**config.mk**
```make
export PLATFORM = sky130hd
export DESIGN_NAME = mux4_rr_arbiter
export DESIGN_NICKNAME = d
export VERILOG_FILES = /design/src/rtl/mux4_rr_arbiter.sv
export SDC_FILE = /design/constraint.sdc
export NUM_CORES = 1
export LEC_CHECK = 0
export ABC_CLOCK_PERIOD_IN_PS = 3000
export CORE_MARGIN = 5
export CORE_UTILIZATION = 50
export DETAILED_ROUTE_END_ITERATION = 6
export MAX_ROUTING_LAYER = met4
export PLACE_DENSITY = 0.82
export SKIP_CTS_REPAIR_TIMING = 1
export SLEW_MARGIN = 20
export SYNTH_ARGS = -nofsm -noshare
export SYNTH_HDL_FRONTEND = slang
export SYNTH_SLANG_ARGS = --single-unit
export TNS_END_PERCENT = 50
```
**constraint.sdc**
```tcl
create_clock -name clk -period 3 [get_ports clk]
set_clock_uncertainty 0.1 [all_clocks]
set_input_delay 0.45 -clock clk [delete_from_list [all_inputs] [get_ports clk]]
set_output_delay 0.45 -clock clk [all_outputs]
set_load 0.03 [all_outputs]
```
**src/rtl/mux4_rr_arbiter.sv**
```systemverilog
// -----------------------------------------------------------------------------
// mux4_rr_arbiter
//
// Round-robin arbiter and sequencer for a shared 4-to-1, 2-bit mux channel.
// Four requesters (A..D) compete for the channel. One requester at a time
// holds a tenure, and a tenure lasts at most MAX_HOLD cycles. The arbiter
// drives the mux select {S1,S0} and registers the selected pair onto a
// valid-qualified output.
//
// Parameters
//   MAX_HOLD  maximum consecutive grant cycles per tenure (1..15)
//   CNT_W     hold-counter width, 2**CNT_W > MAX_HOLD
//
// Ports
//   clk        in   rising-edge clock
//   rst        in   synchronous active-high reset
//   req[3:0]   in   request lines, bit0=A .. bit3=D
//   data_in    in   packed pairs A=[1:0] B=[3:2] C=[5:4] D=[7:6]
//   gnt[3:0]   out  registered one-hot grant, zero outside a tenure
//   sel[1:0]   out  registered mux select, 00=A .. 11=D
//   out_data   out  registered selected pair, lags sel by one cycle
//   out_valid  out  out_data carries granted data (lags gnt by one cycle)
//   busy       out  registered, high while in GRANT or GAP
// -----------------------------------------------------------------------------
module mux4_rr_arbiter #(
    parameter int MAX_HOLD = 8,
    parameter int CNT_W    = 4
) (
    input  logic       clk,
    input  logic       rst,
    input  logic [3:0] req,
    input  logic [7:0] data_in,
    output logic [3:0] gnt,
    output logic [1:0] sel,
    output logic [1:0] out_data,
    output logic       out_valid,
    output logic       busy
);

    typedef enum logic [1:0] {
        ST_IDLE  = 2'd0,
        ST_GRANT = 2'd1,
        ST_GAP   = 2'd2
    } state_t;

    // Last hold-counter value of a tenure; the counter never passes it.
    localparam logic [CNT_W-1:0] HOLD_LAST = CNT_W'(MAX_HOLD - 1);
    localparam logic [CNT_W-1:0] HOLD_ONE  = CNT_W'(1);

    state_t           state_q, state_d;
    logic [1:0]       ptr_q, ptr_d;
    logic [CNT_W-1:0] hold_q, hold_d;
    logic [3:0]       gnt_q, gnt_d;
    logic [1:0]       sel_q, sel_d;
    logic             busy_q, busy_d;
    logic [1:0]       out_data_q;
    logic             out_valid_q;

    logic [1:0]       pick_idx_s;
    logic             pick_found_s;
    logic [1:0]       scan_idx_s;

    // Priority scan: the first requesting index starting at ptr and wrapping mod 4.
    always_comb begin
        pick_idx_s   = 2'd0;
        pick_found_s = 1'b0;
        scan_idx_s   = 2'd0;
        for (int k = 0; k < 4; k++) begin
            scan_idx_s = ptr_q + 2'(k);
            if (!pick_found_s && req[scan_idx_s]) begin
                pick_found_s = 1'b1;
                pick_idx_s   = scan_idx_s;
            end else begin
                pick_found_s = pick_found_s;
            end
        end
    end

    // Next-state logic for the tenure FSM, pointer, hold counter, grant and select.
    always_comb begin
        state_d = state_q;
        ptr_d   = ptr_q;
        hold_d  = hold_q;
        gnt_d   = gnt_q;
        sel_d   = sel_q;
        case (state_q)
            ST_IDLE: begin
                if (pick_found_s) begin
                    gnt_d   = 4'b0001 << pick_idx_s;
                    sel_d   = pick_idx_s;
                    hold_d  = {CNT_W{1'b0}};
                    state_d = ST_GRANT;
                end else begin
                    gnt_d   = 4'b0000;
                    state_d = ST_IDLE;
                end
            end
            ST_GRANT: begin
                // sel_q names the current owner for the whole tenure.
                // Release on a dropped request or when the tenure has run MAX_HOLD cycles.
                if (!req[sel_q] || (hold_q == HOLD_LAST)) begin
                    gnt_d   = 4'b0000;
                    ptr_d   = sel_q + 2'd1;
                    state_d = ST_GAP;
                end else begin
                    hold_d  = hold_q + HOLD_ONE;
                    state_d = ST_GRANT;
                end
            end
            ST_GAP: begin
                gnt_d   = 4'b0000;
                state_d = ST_IDLE;
            end
            default: begin
                gnt_d   = 4'b0000;
                hold_d  = {CNT_W{1'b0}};
                state_d = ST_IDLE;
            end
        endcase
        busy_d = (state_d == ST_GRANT) || (state_d == ST_GAP);
    end

    // State, pointer, counter and grant/select registers.
    always_ff @(posedge clk) begin
        if (rst) begin
            state_q <= ST_IDLE;
            ptr_q   <= 2'd0;
            hold_q  <= {CNT_W{1'b0}};
            gnt_q   <= 4'b0000;
            sel_q   <= 2'd0;
            busy_q  <= 1'b0;
        end else begin
            state_q <= state_d;
            ptr_q   <= ptr_d;
            hold_q  <= hold_d;
            gnt_q   <= gnt_d;
            sel_q   <= sel_d;
            busy_q  <= busy_d;
        end
    end

    // Output stage: register the pair addressed by the current select, one cycle behind gnt/sel.
    always_ff @(posedge clk) begin
        if (rst) begin
            out_data_q  <= 2'b00;
            out_valid_q <= 1'b0;
        end else begin
            out_data_q  <= data_in[{sel_q, 1'b0} +: 2];
            out_valid_q <= |gnt_q;
        end
    end

    assign gnt       = gnt_q;
    assign sel       = sel_q;
    assign out_data  = out_data_q;
    assign out_valid = out_valid_q;
    assign busy      = busy_q;

endmodule

```
* Yosys cells after proc, flatten, opt, wreduce, memory -nomap -nowiden
Cells that the tools add are included.
Operators by class: order comparisons 5, equality and inequality tests 8, mux-type cells 27, $add $sub $neg 5, shift operators 2, reductions and logical operators 14, bitwise logic cells 1
Operators with widths (number):
- $mux 4 | 4
- $lt 2x3->1 const B | 5
- $pmux 4 s3 | 1
- $bmux 1 s2 | 5
- $mux 1 | 10
- $mux 2 | 5
- $pmux 4 s2 | 1
- $shiftx 8x4->2 | 1
- $ne 2x2->1 const B | 3
- $add 2x1->2 const B | 2
- $add 2x2->2 const B | 2
- $add 4x1->4 const B | 1
- $eq 2x1->1 const B | 2
- $eq 2x2->1 const B | 2
- $eq 4x3->1 const B | 1
- $logic_not 1->1 | 4
- $pmux 2 s2 | 1
- $reduce_and 2->1 | 2
- $reduce_or 4->1 | 1
- $shl 1x2->4 const A | 1
- $logic_and 1x1->1 | 3
- $reduce_and 3->1 | 1
- $logic_not 2->1 | 1
- $logic_or 1x1->1 | 2
- $not 1->1 | 1
Word-level totals: word-level logic and storage cells 70, register bits after elaboration 18, input port bits 14, output and inout port bits 10

* Longest topological paths before layout
Gate-level depths: netlist (run 1).
word-level depth 16, depth in mapped cells 5, gate-level depth less buffers 5

* Least setup slack after synthesis (run 1)
Ideal clock, no wire load.
path type register to register, start point register sel_q[1] (netlist: sel[1]), end point register ptr_q[1], setup slack 1.079 ns, arrival 1.736 ns, period minus slack after synthesis 1.921 ns, library setup time 0.086 ns, data required time 2.814 ns, buffers on the path 1, stages on the path, launching flop included 6, path through dfxtp_1 buf_6 mux4_2 a211oi_2 nor2_1 a211oi_1
Between the ends: word-level cells in the longest chain between the ends 5, elaborated cells between the ends (all ways) 6, classes of those cells 1 x add/sub; 2 x mux; 3 x reduce/logical
RTL lines:
- start: declaration | line 54 | logic [1:0] sel_q, sel_d;
- start signal: assignment | line 137 | sel_q <= sel_d;
- $bmux 1 s2 | line 101 | if (!req[sel_q] || (hold_q == HOLD_LAST)) begin
- $mux 1 (implied by the code) | line 101
- $logic_not 1->1 | line 101
- $logic_or 1x1->1 | line 101
- $reduce_and 2->1 (no line)
- end signal: assignment | line 134 | ptr_q <= ptr_d;
- end: declaration | line 51 | logic [1:0] ptr_q, ptr_d;
Several ways; a longest one is shown, not always the timed one. The select of a mux whose other input is x is not followed. A chain may end at the register's enable or synchronous reset.

* Final worst setup path (run 1)
start point register sel_q[1] (netlist: sel[1]), end point output port sel[1]
RTL lines:
- end: declaration | line 34 | output logic [1:0] sel,
No word-level cell between the ends.

==> impl_metrics.ini, run 1 <==
[detailed_routing]
detailed_route_wl_um = 1870
route.antenna.remaining_nets = 0
vias = 758
post_route_drc_violation_count = 0
avgRoutedWirePerCell_um = 13.5
firstDrtPassIters = 4
detail_route.vias_per_cell = 5.49
detailedRoute.firstIterationViolations = 14

[yosys]
mappedNetlistArea_um2 = 885
postSynth.asyncResetShare = 0
synth_enable_flop_cells = 0
synthFlopType = dfxtp_1
seq_area_frac_synth = 0.407
synth_fp_nets = 107
synth_seq_cells = 18
syn-mean-instance-area_um2 = 9.62
syn-instance-count = 92
yosys.cell_types.count = 41
synth-warning-count = 0

[setup_path]
cp_cell_instances = clkdlybuf4s50_1
crit_path_max_fanout = 7
crit_path_end = sel[1]
worst_r2r_endpoint = ptr_q[1]$_SDFFE_PP0P_
worst_r2r_startpoint = sel[1]$_SDFFE_PP0P_
worst_setup_path_startpoint = sel[1]$_SDFFE_PP0P_
worstSetupPathType = flop to primary output
timing.critical_path.max_delay_family = buffers and inverters
worst_path_max_delay_cell = clkdlybuf4s50_1
cp_num_cells = 1
cp_slowest_stage_delay_ns = 0.74
crit_buf_inv = 1
cp.required_ns = 2.45
critPathArrivalTime_ns = 1.55
r2r_slack_ns = 1.10
critical_path.startpoint_type = flop
endpoint_kind = primary output
worst-r2r-cell-count = 4

[grt]
grt_overflow = 0
largest_net_degree_at_the_start_of_global_routing = 14
number_of_global_route_vias_before_repair = 699
antenna_found_initial = 0
grt_first_pass_wirelength_um = 3060
grt_util_all_layers = 0.158

[placed_design]
sum_of_net_half_perimeters_after_detailed_placement_um = 1400
placed_cells_incl_taps = 134
port_buffer_cells = 23
dp_worst_setup_slack_ns = 0.624
global_placement_routability_congestion = 0.838

[sta]
final.setup.tns_ns = 0
rsz0062_at_grt = false
timing.final.setup_violations = 0
max_clock_freq_ghz = 0.477
worst_pin_slew_ns = 0.605
post-route-period-util = 0.698
final_count_of_pins_violating_max_slew = 0
max-slew-margin-rel = 0.594
post-route-worst-setup-slack_ns = 0.905
post_layout_minimum_cycle_time_ns = 2.10
finalHoldWorstSlack_ns = 0.389
timing_hold_violations_final = 0

[cells_and_area]
postLayoutCoreUtil = 0.670
layout.nets = 129
drive_gt1_frac = 0.0708
fin_cells = 138
antenna-diode-count = 0
synthToLayoutAreaGrowth_pct = 29.3

[floorplan]
die_area_um2 = 2710
die-width_um = 52.1
initial_utilization = 0.518
core_area_um2 = 1710
die_height_um = 52.1
ios = 24
fp-row-count = 15

[clocking]
clock_network_latency_to_the_later_pin_of_the_worst_skew_pair_ns = 0.29
clkSinkCount = 18
cts_tree = yes
cts-htree-levels = 1
cts_root_buf = clkbuf_4
clk_pin_slew_worst_paths_ns = 0.11
cts_buffer_depth = 2
cts-buffers-inserted = 3

[power]
p_int_w = 0.000407
power_density_nw_per_um2 = 506
power_switching_share = 0.297
power.ir.vdd_worst_v = 0.000425
p_leak_nw = 0.411
share_comb_of_total_power = 0.261
fraction_of_power_consumed_by_sequential_logic = 0.483
power.clock.fraction = 0.257
p_sw_w = 0.000172

[job]
max_cap_viol_count = 0

[run_status]
outcome = finished clean

[min_path]
min-delay-path-class = flop to flop
## registers in the layout (all words and copies together), names as in the netlist
name       cells
state_q        2
out_data       2
gnt            4
out_valid      1
busy           1
hold_q         4
ptr_q          2
sel            2
## stage by stage
step / power [W] / instance area, µm²
final: 0.000578 / 1140
after global routing: 0.000609 / 1140
after CTS: 0.000581 / 1140
after detailed placement: 0.000435 / 1110
after global placement: 0.000432 / 1110
after floorplan: 0.000383 / 885
## cells in the final DEF, fill, tap and decap left out, drive strengths merged
cell type	netlist	layout
a211o	1	1
a211oi	2	2
a21boi	1	1
a21oi	6	6
a22o	1	1
a32o	2	2
and2	1	1
and3	2	2
clkbuf	3	4
clkdlybuf4s50	0	23
dfxtp	18	18
ha	1	1
inv	2	2
mux2	1	1
mux2i	1	1
mux4	3	3
nand2	7	7
nand2b	1	1
nand3	1	1
nand3b	1	1
nand4	3	3
nor2	9	9
nor2b	3	3
nor3	2	2
nor3b	1	1
nor4	2	2
o21a	1	1
o21ai	2	2
o221ai	1	1
o22a	1	1
o22ai	1	1
o31ai	1	1
o41ai	2	2
or3	1	1
xnor2	1	1
xor2	3	3
## routing by layer
metal,routed length (µm),vias up,GRT usage
met3,91,2,0.0602
met5,0,-,-
met1,889,355,0.186
met4,19,0,0.0524
li1,-,384,-
met2,867,17,0.249
## cells in the mapped netlist (2+ instances only)
| master | n | area (µm²) |
|---|---|---|
| o41ai_1 | 2 | 17.5 |
| dfxtp_1 | 18 | 360 |
| nor2_1 | 9 | 33.8 |
| clkbuf_1 | 2 | 7.51 |
| nand4_1 | 3 | 18.8 |
| a32o_1 | 2 | 20.0 |
| xor2_1 | 3 | 26.3 |
| nor4_1 | 2 | 12.5 |
| buf_4 | 2 | 15.0 |
| nand2_1 | 7 | 26.3 |
| o21ai_0 | 2 | 10.0 |
| mux4_1 | 2 | 52.6 |
| inv_1 | 2 | 7.51 |
| nor3_1 | 2 | 10.0 |
| a21oi_1 | 6 | 30.0 |
| nor2b_1 | 3 | 18.8 |
## worst min-delay path by stage
stage / from / endpoint / slack [ns] / depth (start not counted)
4_1_cts: gnt[0]$_SDFFE_PP0N_ / gnt[0]$_SDFFE_PP0N_ / 0.40 / 2
6_report: gnt[0]$_SDFFE_PP0N_ / gnt[0]$_SDFFE_PP0N_ / 0.39 / 2
2_1_floorplan: hold_q[1]$_SDFFE_PP0P_ / hold_q[1]$_SDFFE_PP0P_ / 0.36 / 2
3_3_place_gp: gnt[2]$_SDFFE_PP0N_ / gnt[2]$_SDFFE_PP0N_ / 0.38 / 2
3_5_place_dp: gnt[0]$_SDFFE_PP0N_ / gnt[0]$_SDFFE_PP0N_ / 0.38 / 2
5_1_grt: gnt[0]$_SDFFE_PP0N_ / gnt[0]$_SDFFE_PP0N_ / 0.42 / 2
## cells by family (layout without fill, tap and decap cells)
| group | Yosys count | count (layout) | synth area share |
|---|---|---|---|
| DFF | 18 | 18 | 0.407 |
| buffers and inverters | 8 | 29 | 0.0523 |
| muxes | 5 | 5 | 0.109 |
| adders and majority gates | 1 | 1 | 0.0141 |
| and+or+nand+nor | 34 | 34 | 0.195 |
| AOI/OAI and AO/OA | 22 | 22 | 0.182 |
| xor gates and xnor gates | 4 | 4 | 0.0396 |
## power by group through the flow
stage               combinational, W  sequential [W]  clock, W
global placement            0.000148        0.000285         0
CTS                         0.000151        0.000279  0.000151
detailed placement          0.000150        0.000285         0
global route                0.000162        0.000283  0.000164
finish                      0.000151        0.000279  0.000148
floorplan                  0.0000848        0.000298         0
## cell type report
type,instances,area (µm²)
fillers,149,564
clock buffers,4,36.3
inverters,2,7.51
flip-flops and latches,18,360
well taps,25,31.3
multi-input cells,66,478
repair buffers,23,230
Power figures use the tool's default switching activity.
==> inputs of run 2 (changes only) <==
--- a/config.mk
+++ b/config.mk
@@ -5,12 +5,12 @@
 export SDC_FILE = /design/constraint.sdc
 export NUM_CORES = 1
 export LEC_CHECK = 0
-export ABC_CLOCK_PERIOD_IN_PS = 3000
+export ABC_CLOCK_PERIOD_IN_PS = 1900
 export CORE_MARGIN = 5
-export CORE_UTILIZATION = 50
+export CORE_UTILIZATION = 42
 export DETAILED_ROUTE_END_ITERATION = 6
 export MAX_ROUTING_LAYER = met4
-export PLACE_DENSITY = 0.82
+export PLACE_DENSITY = 0.74
 export SKIP_CTS_REPAIR_TIMING = 1
 export SLEW_MARGIN = 20
 export SYNTH_ARGS = -nofsm -noshare
==> constraint.sdc (replaced) <==
create_clock -name clk -period 1.9 [get_ports clk]
set_clock_uncertainty 0.1 [all_clocks]
set_input_delay 0.285 -clock clk [delete_from_list [all_inputs] [get_ports clk]]
set_output_delay 0.285 -clock clk [all_outputs]
set_load 0.03 [all_outputs]
==> impl_metrics.ini, run 2 (synthesis results as in run 1) <==
[detailed_routing]
detailedRoute.firstIterationViolations = 6
detailed_route_wl_um = 2080
avgRoutedWirePerCell_um = 13.7
vias = 792
route.antenna.remaining_nets = 0
detail_route.vias_per_cell = 5.21
post_route_drc_violation_count = 0
firstDrtPassIters = 4

[grt]
grt_overflow = 0
number_of_global_route_vias_before_repair = 834
grt_first_pass_wirelength_um = 3710
antenna_found_initial = 0
grt_util_all_layers = 0.151
largest_net_degree_at_the_start_of_global_routing = 11

[floorplan]
core_area_um2 = 1980
initial_utilization = 0.446
ios = 24
die_height_um = 55.9
die-width_um = 55.9
fp-row-count = 16
die_area_um2 = 3120

[clocking]
clock_network_latency_to_the_later_pin_of_the_worst_skew_pair_ns = 0.29
clkSinkCount = 18
cts-htree-levels = 1
cts_root_buf = clkbuf_4
cts_buffer_depth = 2
clk_pin_slew_worst_paths_ns = 0.11
cts-buffers-inserted = 3
cts_tree = yes

[cells_and_area]
layout.cells.most_common = clkdlybuf4s50_1
drive_gt1_frac = 0.168
most-common-layout-cells = clkdlybuf4s50_1 (23), dfxtp_1 (17), buf_4 (12)
synthToLayoutAreaGrowth_pct = 39.9
fin_cells = 152
antenna-diode-count = 0
fillers = 169
layout.nets = 141

[placed_design]
placed_cells_incl_taps = 147
port_buffer_cells = 23
global_placement_routability_congestion = 0.860
sum_of_net_half_perimeters_after_detailed_placement_um = 1650

[sta]
post_layout_minimum_cycle_time_ns = 1.85
rsz0062_at_grt = false
worst_pin_slew_ns = 0.388
finalHoldWorstSlack_ns = 0.388
max-slew-margin-rel = 0.739
timing.final.setup_violations = 0
final_count_of_pins_violating_max_slew = 0
post-route-period-util = 0.971
max_clock_freq_ghz = 0.542
timing_hold_violations_final = 0

[setup_path]
crit_path_end = sel[1]
worst_r2r_startpoint = sel[1]$_SDFFE_PP0P_
crit_path_max_fanout = 6
r2r_slack_ns = 0.21
endpoint_kind = primary output
critPathArrivalTime_ns = 1.46
cp.required_ns = 1.51
critical_path.startpoint_type = flop
worst_setup_path_startpoint = sel[1]$_SDFFE_PP0P_
worst_r2r_endpoint = gnt[3]$_SDFFE_PP0N_
worstSetupPathType = flop to primary output
worst-r2r-cell-count = 4

[power]
power_density_nw_per_um2 = 770
total_design_power_w = 0.000952
power.ir.vdd_worst_v = 0.000522
p_leak_nw = 0.471

[run_status]
outcome = finished clean

[job]
max_cap_viol_count = 0

[min_path]
min-delay-path-class = flop to flop
## run 2: cell count changes in the layout (fill, tap and decap cells not counted)
cell	change
dfxtp_1	-1
buf_4	+12
dfxtp_2	+1
## run 2: through the flow
step	area (µm²)	util	TNS [ns]	setup WS, ns
6_report	1240	0.624	0	0.0549
5_1_grt	1240	0.624	0	0.00566
4_1_cts	1230	0.621	0	0.0426
3_5_place_dp	1190	0.602	-1.14	-0.181
3_3_place_gp	1190	0.602	-0.964	-0.148
2_1_floorplan	886	-	0	0.0937
## run 2: cell type report
| type | count | area, µm² | area share |
|---|---|---|---|
| multi-input combinational | 66 | 478 | 0.386 |
| sequential | 18 | 362 | 0.292 |
| timing repair buffer | 35 | 320 | 0.259 |
| clock buffer | 4 | 36.3 | 0.0293 |
| tap | 27 | 33.8 | 0.0273 |
| inverter | 2 | 7.51 | 0.00607 |
## run 2: power breakdown
part | internal [W] | total (W) | leakage (nW) | switching (W)
clock network | 0.000117 | 0.000235 | 0.0210 | 0.000118
logic | 0.000146 | 0.000281 | 0.302 | 0.000136
registers | 0.000408 | 0.000436 | 0.148 | 0.0000277
## run 2: worst min path at each step
stage | start | to | slack (ns) | depth (start not counted)
2_1_floorplan | hold_q[1]$_SDFFE_PP0P_ | hold_q[1]$_SDFFE_PP0P_ | 0.36 | 2
3_3_place_gp | gnt[2]$_SDFFE_PP0N_ | gnt[2]$_SDFFE_PP0N_ | 0.38 | 2
3_5_place_dp | gnt[2]$_SDFFE_PP0N_ | gnt[2]$_SDFFE_PP0N_ | 0.36 | 2
4_1_cts | gnt[2]$_SDFFE_PP0N_ | gnt[2]$_SDFFE_PP0N_ | 0.38 | 2
5_1_grt | gnt[2]$_SDFFE_PP0N_ | gnt[2]$_SDFFE_PP0N_ | 0.40 | 2
6_report | gnt[2]$_SDFFE_PP0N_ | gnt[2]$_SDFFE_PP0N_ | 0.39 | 2
## run 2: worst max-delay path: stages, from the launching register on
cell and delay [ns]:
dfxtp_2 0.35, buf_4 0.14, clkdlybuf4s50_1 0.67
## run 2: routing by layer
layer / routed length, µm / vias up / share of wire / GRT usage
li1: - / 409 / - / -
met4: 10 / 0 / 0.0048 / 0.0644
met3: 60 / 2 / 0.029 / 0.0278
met2: 1010 / 14 / 0.48 / 0.247
met1: 999 / 367 / 0.48 / 0.183
met5: 0 / - / 0 / -
==> inputs of run 3 (changes only) <==
--- a/config.mk
+++ b/config.mk
@@ -8,9 +8,11 @@
 export ABC_CLOCK_PERIOD_IN_PS = 1900
 export CORE_MARGIN = 5
 export CORE_UTILIZATION = 42
+export CTS_CLUSTER_DIAMETER = 100
 export DETAILED_ROUTE_END_ITERATION = 6
 export MAX_ROUTING_LAYER = met4
 export PLACE_DENSITY = 0.74
+export RECOVER_POWER = 25
 export SKIP_CTS_REPAIR_TIMING = 1
 export SLEW_MARGIN = 20
 export SYNTH_ARGS = -nofsm -noshare
==> impl_metrics.ini, run 3 (synthesis results as in run 1) <==
[grt]
antenna_found_initial = 0
grt_first_pass_wirelength_um = 3710
number_of_global_route_vias_before_repair = 834
grt_util_all_layers = 0.151
grt_overflow = 0
largest_net_degree_at_the_start_of_global_routing = 11

[floorplan]
core_area_um2 = 1980
die-width_um = 55.9
die_height_um = 55.9
ios = 24
fp-row-count = 16
die_area_um2 = 3120
initial_utilization = 0.446

[clocking]
clk_pin_slew_worst_paths_ns = 0.10
cts_buffer_depth = 2
cts_root_buf = clkbuf_4
cts-htree-levels = 1
cts_tree = yes
clock_network_latency_to_the_later_pin_of_the_worst_skew_pair_ns = 0.29
cts-buffers-inserted = 3
clkSinkCount = 18

[sta]
timing_hold_violations_final = 0
worst_pin_slew_ns = 0.376
post-route-period-util = 0.971
rsz0062_at_grt = false
timing.final.setup_violations = 0
max_clock_freq_ghz = 0.542
post_layout_minimum_cycle_time_ns = 1.84
max-slew-margin-rel = 0.747
final_count_of_pins_violating_max_slew = 0
post-route-worst-setup-slack_ns = 0.0551

[detailed_routing]
detailedRoute.firstIterationViolations = 8
firstDrtPassIters = 4
avgRoutedWirePerCell_um = 13.7
detail_route.vias_per_cell = 5.28
vias = 803
route.antenna.remaining_nets = 0
detailed_route_wl_um = 2090
post_route_drc_violation_count = 0

[setup_path]
critical_path.startpoint_type = input pin
crit_path_max_fanout = 6
cp.required_ns = 2.00
worstSetupPathType = input pin to flop
critPathArrivalTime_ns = 1.94
endpoint_kind = flop

[power]
total_design_power_w = 0.000949
power_density_nw_per_um2 = 771
power.ir.vdd_worst_v = 0.000514
p_leak_nw = 0.463

[placed_design]
placed_cells_incl_taps = 147
port_buffer_cells = 23
sum_of_net_half_perimeters_after_detailed_placement_um = 1650
global_placement_routability_congestion = 0.860
dp_worst_setup_slack_ns = -0.181
detailed_place.area_um2 = 1190

[min_path]
min-delay-path-class = flop to flop

[cells_and_area]
synthToLayoutAreaGrowth_pct = 39.0
drive_gt1_frac = 0.152
most-common-layout-cells = clkdlybuf4s50_1 (22), dfxtp_1 (17), buf_4 (10)
layout.cells.most_common = clkdlybuf4s50_1
postLayoutCoreUtil = 0.621
final_area_um2 = 1230
seqCellArea_um2 = 362
layout.nets = 141
antenna-diode-count = 0
area_of_the_multi_input_gates_um2 = 478
fin_cells = 152
fillers = 173

[job]
max_cap_viol_count = 0

[run_status]
outcome = finished clean
run 3: cell count changes in the layout (fill, tap and decap cells not counted):
cell and delta:
buf_4 -2, dlygate4sd3_1 +1, clkbuf_1 +2, clkdlybuf4s50_1 -1
run 3: layer usage:
layer	share of wire	track usage	routed length, µm	vias to the layer above
met3	0.034	0.0278	70	2
met2	0.48	0.247	1010	14
li1	-	-	-	411
met4	0.0048	0.0644	10	0
met1	0.48	0.183	997	376
met5	0	-	0	-
run 3: metrics by stage:
| step | setup TNS (ns) | hold slack (ns) |
|---|---|---|
| after global routing | 0 | 0.397 |
| after CTS | 0 | 0.384 |
| final | 0 | 0.388 |
| after detailed placement | -1.14 | 0.363 |
| after floorplan | 0 | 0.365 |
| after global placement | -0.964 | 0.380 |
run 3: power by group:
group,switching (W),internal (W),leakage (nW)
combinational,0.000136,0.000143,0.294
sequential,0.0000278,0.000408,0.148
clock,0.000117,0.000117,0.0210
total,0.000281,0.000668,0.463
run 3: worst paths after layout:
path,start,endpoint,slack (ns),cells after the start
max reg2reg,sel[1]$_SDFFE_PP0P_,gnt[3]$_SDFFE_PP0N_,0.21,4
min reg2reg,gnt[2]$_SDFFE_PP0N_,gnt[2]$_SDFFE_PP0N_,0.39,2
min,gnt[2]$_SDFFE_PP0N_,gnt[2]$_SDFFE_PP0N_,0.39,2
max,req[3],gnt[3]$_SDFFE_PP0N_,0.06,5
run 3: worst max-delay path, cell delays in order:
cell and delay (ns):
clkdlybuf4s50_1 0.50, mux4_2 0.55, buf_4 0.17, and3_2 0.23
a32o_1 0.20
run 3: area by class of cell:
type	instances	area share
Timing Repair Buffer	35	0.254
Sequential cell	18	0.294
Tap cell	27	0.0275
Multi-Input combinational cell	66	0.389
Inverter	2	0.00610
Clock buffer	4	0.0295
